## config.mk

```make
export PLATFORM = sky130hd
export DESIGN_NAME = mem_arbiter_flat
export DESIGN_NICKNAME = d
export VERILOG_FILES = /design/src/rtl/mem_pkg.sv /design/src/rtl/mem_arbiter_if.sv /design/src/rtl/load_formatter.sv /design/src/rtl/mem_arbiter.sv /design/src/flat_wrapper.sv
export SDC_FILE = /design/constraint.sdc
export NUM_CORES = 1
export LEC_CHECK = 0
export BUFFER_PORTS_ARGS = -buffer_cell sky130_fd_sc_hd__buf_4
export CAP_MARGIN = 20
export CORE_AREA = 2 2 98 100
export CTS_BUF_LIST = sky130_fd_sc_hd__clkbuf_8 sky130_fd_sc_hd__clkbuf_16
export CTS_CLUSTER_SIZE = 8
export DETAILED_ROUTE_END_ITERATION = 10
export DIE_AREA = 0 0 100 102
export PLACE_DENSITY = 0.7
export SETUP_SLACK_MARGIN = 0.05
export SLEW_MARGIN = 20
export SYNTH_ARGS = -nofsm -noshare
export SYNTH_HDL_FRONTEND = slang
export SYNTH_HIERARCHICAL = 1
export SYNTH_SLANG_ARGS = --single-unit
```

## constraint.sdc

```tcl
create_clock -name clk -period 4.2 [get_ports clk]
set_clock_uncertainty 0.1 [all_clocks]
set_input_delay 0.63 -clock clk [delete_from_list [all_inputs] [get_ports clk]]
set_output_delay 0.63 -clock clk [all_outputs]
set_load 0.1 [all_outputs]
```

## src/rtl/mem_pkg.sv

```systemverilog
// mem_pkg
// Shared types for the data-memory arbiter: access sizes, requester ids
// and the one-entry response record that travels from a granted load or
// fetch to the cycle in which its data comes back from the banks.

package mem_pkg;

    typedef enum logic [1:0] {
        SIZE_B = 2'b00,
        SIZE_H = 2'b01,
        SIZE_W = 2'b10
    } mem_size_e;

    typedef enum logic {
        PORT_IF = 1'b0,
        PORT_D  = 1'b1
    } port_e;

    // Everything the return path needs to steer and extend the bank data
    typedef struct packed {
        port_e     src;
        mem_size_e size;
        logic [1:0] off;
        logic      is_unsigned;
        logic      err;
    } resp_t;

endpackage

```

## src/rtl/mem_arbiter_if.sv

```systemverilog
// mem_arbiter_if
// Groups the fetch port, the load/store port and the bank-array port of
// the memory arbiter.
//   slave  : the arbiter (takes requests and bank_rdata, drives grants,
//            responses and the bank write/address/data signals)
//   master : the core pipeline plus bank array side
// Parameter AW is the bank row-address width.

interface mem_arbiter_if #(
    parameter int AW = 12
);
    logic        if_req;
    logic [31:0] if_addr;
    logic        if_gnt;
    logic        if_rvalid;
    logic [31:0] if_rdata;
    logic        if_err;

    logic        d_req;
    logic        d_we;
    logic [1:0]  d_size;
    logic        d_unsigned;
    logic [31:0] d_addr;
    logic [31:0] d_wdata;
    logic        d_gnt;
    logic        d_rvalid;
    logic [31:0] d_rdata;
    logic        d_err;

    logic [3:0]    bank_we;
    logic [AW-1:0] bank_addr;
    logic [31:0]   bank_wdata;
    logic [31:0]   bank_rdata;

    modport slave (
        input  if_req, if_addr,
        input  d_req, d_we, d_size, d_unsigned, d_addr, d_wdata,
        input  bank_rdata,
        output if_gnt, if_rvalid, if_rdata, if_err,
        output d_gnt, d_rvalid, d_rdata, d_err,
        output bank_we, bank_addr, bank_wdata
    );

    modport master (
        output if_req, if_addr,
        output d_req, d_we, d_size, d_unsigned, d_addr, d_wdata,
        output bank_rdata,
        input  if_gnt, if_rvalid, if_rdata, if_err,
        input  d_gnt, d_rvalid, d_rdata, d_err,
        input  bank_we, bank_addr, bank_wdata
    );

endinterface

```

## src/rtl/load_formatter.sv

```systemverilog
// load_formatter
// Picks the addressed byte or halfword out of a 32-bit bank read and
// sign- or zero-extends it. Word accesses pass straight through.
//   rdata_i    : raw word from the four banks (lane b = bank b)
//   size_i     : access size
//   off_i      : byte offset within the word
//   unsigned_i : 1 = zero-extend, 0 = sign-extend
//   data_o     : extended result

module load_formatter
    import mem_pkg::*;
(
    input  logic [31:0] rdata_i,
    input  mem_size_e   size_i,
    input  logic [1:0]  off_i,
    input  logic        unsigned_i,
    output logic [31:0] data_o
);

    logic [7:0]  byte_sel;
    logic [15:0] half_sel;

    // Lane selection followed by extension from bit 7 or bit 15
    always_comb begin
        case (off_i)
            2'd0:    byte_sel = rdata_i[7:0];
            2'd1:    byte_sel = rdata_i[15:8];
            2'd2:    byte_sel = rdata_i[23:16];
            default: byte_sel = rdata_i[31:24];
        endcase
        half_sel = off_i[1] ? rdata_i[31:16] : rdata_i[15:0];

        case (size_i)
            SIZE_B:  data_o = {{24{~unsigned_i & byte_sel[7]}}, byte_sel};
            SIZE_H:  data_o = {{16{~unsigned_i & half_sel[15]}}, half_sel};
            default: data_o = rdata_i;
        endcase
    end

endmodule

```

## src/rtl/mem_arbiter.sv

```systemverilog
// mem_arbiter
// Shares the four byte-wide data banks between instruction fetch and
// load/store. One requester is granted per cycle; stores commit at the
// grant edge, loads and fetches return formatted data one cycle later.
//   clk, rst_n : clock, asynchronous active-low reset
//   bus        : fetch port, load/store port and bank-array port

module mem_arbiter
    import mem_pkg::*;
#(
    parameter int DATA_DEPTH = 4096
) (
    input  logic         clk,
    input  logic         rst_n,
    mem_arbiter_if.slave bus
);

    localparam int AW = $clog2(DATA_DEPTH);

    port_e       prio_q, prio_d;
    logic        valid_q, valid_d;
    resp_t       resp_q, resp_d;
    logic        grant_if, grant_d;
    logic [31:0] sel_addr;
    logic [1:0]  off;
    logic        range_err, d_fault, if_fault, fault;
    mem_size_e   d_size_e;
    logic [31:0] fmt_data;
    logic        if_resp, d_resp;

    // Round-robin on contention only; grants are masked while in reset so
    // that nothing reaches the banks before the core is released.
    always_comb begin
        grant_if = 1'b0;
        grant_d  = 1'b0;
        prio_d   = prio_q;
        if (rst_n) begin
            if (bus.if_req && bus.d_req) begin
                grant_d  = (prio_q == PORT_D);
                grant_if = ~grant_d;
                prio_d   = grant_d ? PORT_IF : PORT_D;
            end else begin
                grant_if = bus.if_req;
                grant_d  = bus.d_req;
            end
        end
    end

    assign sel_addr  = grant_d ? bus.d_addr : bus.if_addr;
    assign off       = sel_addr[1:0];
    assign range_err = |sel_addr[31:AW+2];
    assign d_size_e  = mem_size_e'(bus.d_size);
    assign if_fault  = range_err | (off != 2'b00);
    assign fault     = grant_d ? d_fault : if_fault;

    // Data-port fault: illegal size, misalignment, or beyond the banks
    always_comb begin
        d_fault = range_err;
        case (d_size_e)
            SIZE_B:  d_fault = range_err;
            SIZE_H:  d_fault = range_err | off[0];
            SIZE_W:  d_fault = range_err | (off != 2'b00);
            default: d_fault = 1'b1;
        endcase
    end

    // Store lane replication and byte enables; faulting stores write nothing
    always_comb begin
        bus.bank_we = 4'b0000;
        case (d_size_e)
            SIZE_B:  bus.bank_wdata = {4{bus.d_wdata[7:0]}};
            SIZE_H:  bus.bank_wdata = {2{bus.d_wdata[15:0]}};
            default: bus.bank_wdata = bus.d_wdata;
        endcase
        if (grant_d && bus.d_we && !d_fault) begin
            case (d_size_e)
                SIZE_B:  bus.bank_we = 4'b0001 << off;
                SIZE_H:  bus.bank_we = off[1] ? 4'b1100 : 4'b0011;
                default: bus.bank_we = 4'b1111;
            endcase
        end
    end

    assign bus.bank_addr = sel_addr[AW+1:2];
    assign bus.if_gnt    = grant_if;
    assign bus.d_gnt     = grant_d;

    // Every granted access owes a response except a clean store
    always_comb begin
        valid_d            = (grant_if | grant_d) & ~(grant_d & bus.d_we & ~d_fault);
        resp_d.src         = grant_d ? PORT_D : PORT_IF;
        resp_d.size        = grant_d ? d_size_e : SIZE_W;
        resp_d.off         = off;
        resp_d.is_unsigned = grant_d & bus.d_unsigned;
        resp_d.err         = fault;
    end

    // Arbitration priority and the single in-flight response slot
    always_ff @(posedge clk or negedge rst_n) begin
        if (!rst_n) begin
            prio_q  <= PORT_D;
            valid_q <= 1'b0;
            resp_q  <= '0;
        end else begin
            prio_q  <= prio_d;
            valid_q <= valid_d;
            resp_q  <= resp_d;
        end
    end

    load_formatter u_load_formatter (
        .rdata_i    (bus.bank_rdata),
        .size_i     (resp_q.size),
        .off_i      (resp_q.off),
        .unsigned_i (resp_q.is_unsigned),
        .data_o     (fmt_data)
    );

    // Route the response to its source; data is zero unless valid and clean
    assign if_resp       = valid_q & (resp_q.src == PORT_IF);
    assign d_resp        = valid_q & (resp_q.src == PORT_D);
    assign bus.if_rvalid = if_resp;
    assign bus.d_rvalid  = d_resp;
    assign bus.if_err    = if_resp & resp_q.err;
    assign bus.d_err     = d_resp & resp_q.err;
    assign bus.if_rdata  = (if_resp && !resp_q.err) ? fmt_data : 32'h0;
    assign bus.d_rdata   = (d_resp && !resp_q.err) ? fmt_data : 32'h0;

endmodule

```

## src/flat_wrapper.sv

```systemverilog
// flat-port wrapper written by rule: the top's interface ports become plain ports
module mem_arbiter_flat import mem_pkg::*;
#(
    parameter int DATA_DEPTH = 4096
)
  (clk, rst_n, bus_if_req, bus_if_addr, bus_d_req, bus_d_we, bus_d_size, bus_d_unsigned, bus_d_addr, bus_d_wdata, bus_bank_rdata, bus_if_gnt, bus_if_rvalid, bus_if_rdata, bus_if_err, bus_d_gnt, bus_d_rvalid, bus_d_rdata, bus_d_err, bus_bank_we, bus_bank_addr, bus_bank_wdata);
  mem_arbiter_if #(.AW(($clog2((4096))))) bus_i ();
  input  logic clk;
  input  logic rst_n;
  input wire logic [$bits(bus_i.if_req)-1:0] bus_if_req;
  input wire logic [$bits(bus_i.if_addr)-1:0] bus_if_addr;
  input wire logic [$bits(bus_i.d_req)-1:0] bus_d_req;
  input wire logic [$bits(bus_i.d_we)-1:0] bus_d_we;
  input wire logic [$bits(bus_i.d_size)-1:0] bus_d_size;
  input wire logic [$bits(bus_i.d_unsigned)-1:0] bus_d_unsigned;
  input wire logic [$bits(bus_i.d_addr)-1:0] bus_d_addr;
  input wire logic [$bits(bus_i.d_wdata)-1:0] bus_d_wdata;
  input wire logic [$bits(bus_i.bank_rdata)-1:0] bus_bank_rdata;
  output wire logic [$bits(bus_i.if_gnt)-1:0] bus_if_gnt;
  output wire logic [$bits(bus_i.if_rvalid)-1:0] bus_if_rvalid;
  output wire logic [$bits(bus_i.if_rdata)-1:0] bus_if_rdata;
  output wire logic [$bits(bus_i.if_err)-1:0] bus_if_err;
  output wire logic [$bits(bus_i.d_gnt)-1:0] bus_d_gnt;
  output wire logic [$bits(bus_i.d_rvalid)-1:0] bus_d_rvalid;
  output wire logic [$bits(bus_i.d_rdata)-1:0] bus_d_rdata;
  output wire logic [$bits(bus_i.d_err)-1:0] bus_d_err;
  output wire logic [$bits(bus_i.bank_we)-1:0] bus_bank_we;
  output wire logic [$bits(bus_i.bank_addr)-1:0] bus_bank_addr;
  output wire logic [$bits(bus_i.bank_wdata)-1:0] bus_bank_wdata;
  assign bus_i.if_req = bus_if_req;
  assign bus_i.if_addr = bus_if_addr;
  assign bus_i.d_req = bus_d_req;
  assign bus_i.d_we = bus_d_we;
  assign bus_i.d_size = bus_d_size;
  assign bus_i.d_unsigned = bus_d_unsigned;
  assign bus_i.d_addr = bus_d_addr;
  assign bus_i.d_wdata = bus_d_wdata;
  assign bus_i.bank_rdata = bus_bank_rdata;
  assign bus_if_gnt = bus_i.if_gnt;
  assign bus_if_rvalid = bus_i.if_rvalid;
  assign bus_if_rdata = bus_i.if_rdata;
  assign bus_if_err = bus_i.if_err;
  assign bus_d_gnt = bus_i.d_gnt;
  assign bus_d_rvalid = bus_i.d_rvalid;
  assign bus_d_rdata = bus_i.d_rdata;
  assign bus_d_err = bus_i.d_err;
  assign bus_bank_we = bus_i.bank_we;
  assign bus_bank_addr = bus_i.bank_addr;
  assign bus_bank_wdata = bus_i.bank_wdata;
  mem_arbiter #(.DATA_DEPTH(DATA_DEPTH)) u_core (.clk(clk), .rst_n(rst_n), .bus(bus_i));
endmodule
```

==> run summary <==
The transition time at the pin with the least slew margin was 1.07 ns. After detailed placement, the total cell area comes to 4390 sq um. The internal power summed over all cells came out at 400 uW.

The path class of the lowest-slack min-delay path was input port to async pin. Cell occurring most often along the worst timing path: sky130_fd_sc_hd__buf_4. The number of nets with antenna violations after routing was 0; the vias per cell was 4.96. The starting utilization of the core area was 27.7%. The finished cells cover 4430 sq um.

Setup slack on the critical path of the routed design comes to 0.592 ns. CTS saw 9 sinks. The tools report the number of library cell types mapped by synthesis as 47.

The tools report the DRC violation count after routing as 0. Share of async-settable or async-resettable flops after synthesis: 100%. The average size of a mapped cell is 7.18 sq um, and the floorplan row count is 35. The tightest hold margin is 0.130 ns. The synthesized design contains 9 register bits.

The logs give 0.171 mV for the peak supply drop and 0.856 ns for the post-placement setup slack. The pin count of the biggest net entering global routing came out at 36. For this run, the top clock speed supported by timing is 0.277 GHz.

The most used flip-flop cell after synthesis is sky130_fd_sc_hd__dfrtp_1. The number of post-CTS setup repair buffers is 0. The placeable core region came out at 9110 sq um. At the end of routability-driven placement, the weighted congestion stood at 0.856. The number of buffers between clock root and the deepest sink came out at 2. The routed layout has 3408 vias. The tool flagged a number of max-cap violations equal to 0. After clock tree synthesis, the clock-pin slew on the worst setup and hold paths is 0.04 ns. The tools report the cell leakage power as 2.30 nW. Sequential cell area fraction in the yosys report: 8.99%. For this block, the routed nets add up to 11.0 mm of wire.

TritonCTS built the clock tree. For this design, the CTS-stage hold fixing added 0 buffers. Detailed placement ended at an HPWL of 9.17 mm. In this run the horizontal extent of the chip is 100 microns. STA puts the critical path data arrival time at 2.88 ns. Setup violations remaining at the end of the flow were counted as 0. Summed over all nets, the switching power comes to 561 uW. The largest single stage delay on the critical path is 0.64 ns. The logs give 16.3 mm for the global-route wire length before repair and 77.4% for the power share of the combinational group. Kind of cell adding the most delay to the critical path: compound AO/OA/AOI/OAI gates. The number of cells upsized or downsized after cts came out at 0. TritonCTS created 3 clock buffers. For the total iterations of the first detailed-routing run, the log shows 4.

During synthesis, Yosys emitted a total of 6 warnings. Data on the critical path is required at its endpoint by 3.47 ns. For this run, the total global-route usage over all layers was measured as 19.8%. The relative contribution of sequential cells to total power is 12.6%. In this run, the number of DRC markers left after iteration 0 of detailed routing was 63. Yosys mapped a number of flops with a built-in enable equal to 0. The signal on the critical path passes through nor2b_1 > buf_4 > a32oi_2 > buf_4 > o221ai_1 > and2_1 > buf_4.

The tools report the total count of max-transition violations in the final report as 0. The type of the setup path with the least slack is flip-flop to primary output. Together, buffers and inverters on the worst path number 3.

The tools report the number of global-route vias before repair as 3258. The number of instances in the synthesized netlist is 351, and the net count of the mapped netlist is 487. The part of the cycle the worst path needs is 85.9%, and the total I/O pin count is 254. Cells fill 48.6% of the core in the end. STA classifies the critical path startpoint as a flip-flop. Cell with the biggest individual delay on the critical path: sky130_fd_sc_hd__dfrtp_1. The setup TNS was 0 ns; the biggest fanout along the worst timing path was 19. Setup repair after global routing left no endpoint under its margin.

The switching part of the total is 58.4%. The tools report the library cell used as clock root buffer as sky130_fd_sc_hd__clkbuf_8. The y dimension of the die was 102 microns; the average detailed-routed wire length per instance was 16.0 microns. The clock reaches the later pin of the worst-skew pair after 0.23 ns. The initial antenna violation count is 0, and the worst max-slew margin expressed relative to the limit is 28.5%. Per report_power, the clock group accounts for 10.0% of the total. Port buffering added 253 buffers. The tools report the post-route total power as 962 uW. The worst path needs 3.61 ns of the cycle, external delays included. For this run the aggregate overflow at the end of global routing stands at 0. The post-synthesis instance area is 2520 sq um, and the CTS H-tree depth is 1. The power density relative to cell area came out at 217 nW/um^2. The tools report the die outline area as 10200 sq um.

Compared with the post-synthesis result, the final layout area differs by 75.9%. The fraction of final layout cells with drive strength greater than 1 was 52.4%. In the final design database the tool counted 713 nets.

The number of antenna diodes in the final layout is 0. For the count of final hold-check violations, the log shows 0. The tools report the final cell count without fillers as 687.

The worst setup path is captured at a primary output. The run finished with clean final reports. Counting tap cells, the placed design contains a total of 683 instances.
layer usage:
metal	wire length, microns	GRT usage [%]	vias to the layer above
met5	0	0	-
met4	289	6.64	0
met3	1020	4.31	22
met2	5740	37.8	197
met1	3960	21.5	1519
li1	-	-	1670
cells by family after synthesis:
logic type | share of synthesized area (%)
and+or+nand+nor | 40.5
AOI/OAI and AO/OA | 22.6
buffers and inverters | 9.34
muxes | 17.2
DFF | 8.99
xor gates and xnor gates | 1.39
synth_stat cells (all sizes together), types with 2 or more instances:
cell     count  area (sq um)
nand2       74           280
and2        69           432
mux2i       23           230
buf         21           149
mux2        18           203
o211ai      17           178
clkbuf      16          60.1
o21ai       13          65.1
nor2b       12          75.1
a22oi        9          67.6
o22a         9          80.1
dfrtp        8           200
nor4         8          50.1
o221ai       8          70.1
inv          6          22.5
nand3        5          37.5
a21oi        4          20.0
nor3         3          26.3
or3          3          18.8
xnor2        3          26.3
a2111oi      2          42.5
nand2b       2          12.5
nand4        2          12.5
nor2         2          10.0
nor4b        2          23.8
placed cells by master (no fill, tap or decap), drive strengths merged, types with 2 or more instances in the layout:
master / Yosys / layout
a2111oi: 2 / 2
a21oi: 4 / 4
a22oi: 9 / 9
and2: 69 / 69
buf: 21 / 258
clkbuf: 16 / 3
dfrtp: 8 / 8
inv: 6 / 7
mux2: 18 / 18
mux2i: 23 / 23
nand2: 74 / 74
nand2b: 2 / 2
nand3: 5 / 5
nand4: 2 / 2
nor2: 2 / 2
nor2b: 12 / 12
nor3: 3 / 3
nor4: 8 / 8
nor4b: 2 / 2
o211ai: 17 / 17
o21ai: 13 / 13
o221ai: 8 / 8
o22a: 9 / 9
or3: 3 / 3
xnor2: 3 / 3
sequential cells by signal (all words and copies together) (netlist names):
register	flops
u_core/resp_q	7
u_core/prio_q	1
u_core/valid_q	1
power by group through the flow:
| stage | Sequential (mW) | Clock (mW) | Combinational (mW) |
|---|---|---|---|
| 2_1_floorplan | 0.110 | 0 | 0.537 |
| 3_3_place_gp | 0.120 | 0 | 0.738 |
| 3_5_place_dp | 0.122 | 0 | 0.743 |
| 4_1_cts | 0.121 | 0.0996 | 0.745 |
| 5_1_grt | 0.124 | 0.105 | 0.780 |
| 6_report | 0.121 | 0.0961 | 0.745 |
layout make-up:
| class | instances | area, sq um |
|---|---|---|
| repair buffers | 258 | 1940 |
| flip-flops and latches | 9 | 226 |
| well taps | 111 | 139 |
| clock buffers | 3 | 41.3 |
| multi-input cells | 298 | 2060 |
| inverters | 7 | 26.3 |
| clock inverters | 1 | 3.75 |
| fillers | 905 | 4680 |
final timing paths:
check,slack (ns),startpoint,endpoint,cells after the start
max reg2reg,1.99,u_core/prio_q$_DFFE_PN1P_,u_core/valid_q$_DFF_PN0_,4
max,0.59,u_core/resp_q[3]$_DFF_PN0_,bus_if_rdata[11],7
min reg2reg,0.41,u_core/prio_q$_DFFE_PN1P_,u_core/prio_q$_DFFE_PN1P_,1
min in group clk,0.41,u_core/prio_q$_DFFE_PN1P_,u_core/prio_q$_DFFE_PN1P_,1
max in group asynchronous,3.64,rst_n,u_core/prio_q$_DFFE_PN1P_,1
min,0.13,rst_n,u_core/resp_q[0]$_DFF_PN0_,1
(Power assumes the default switching activity.)
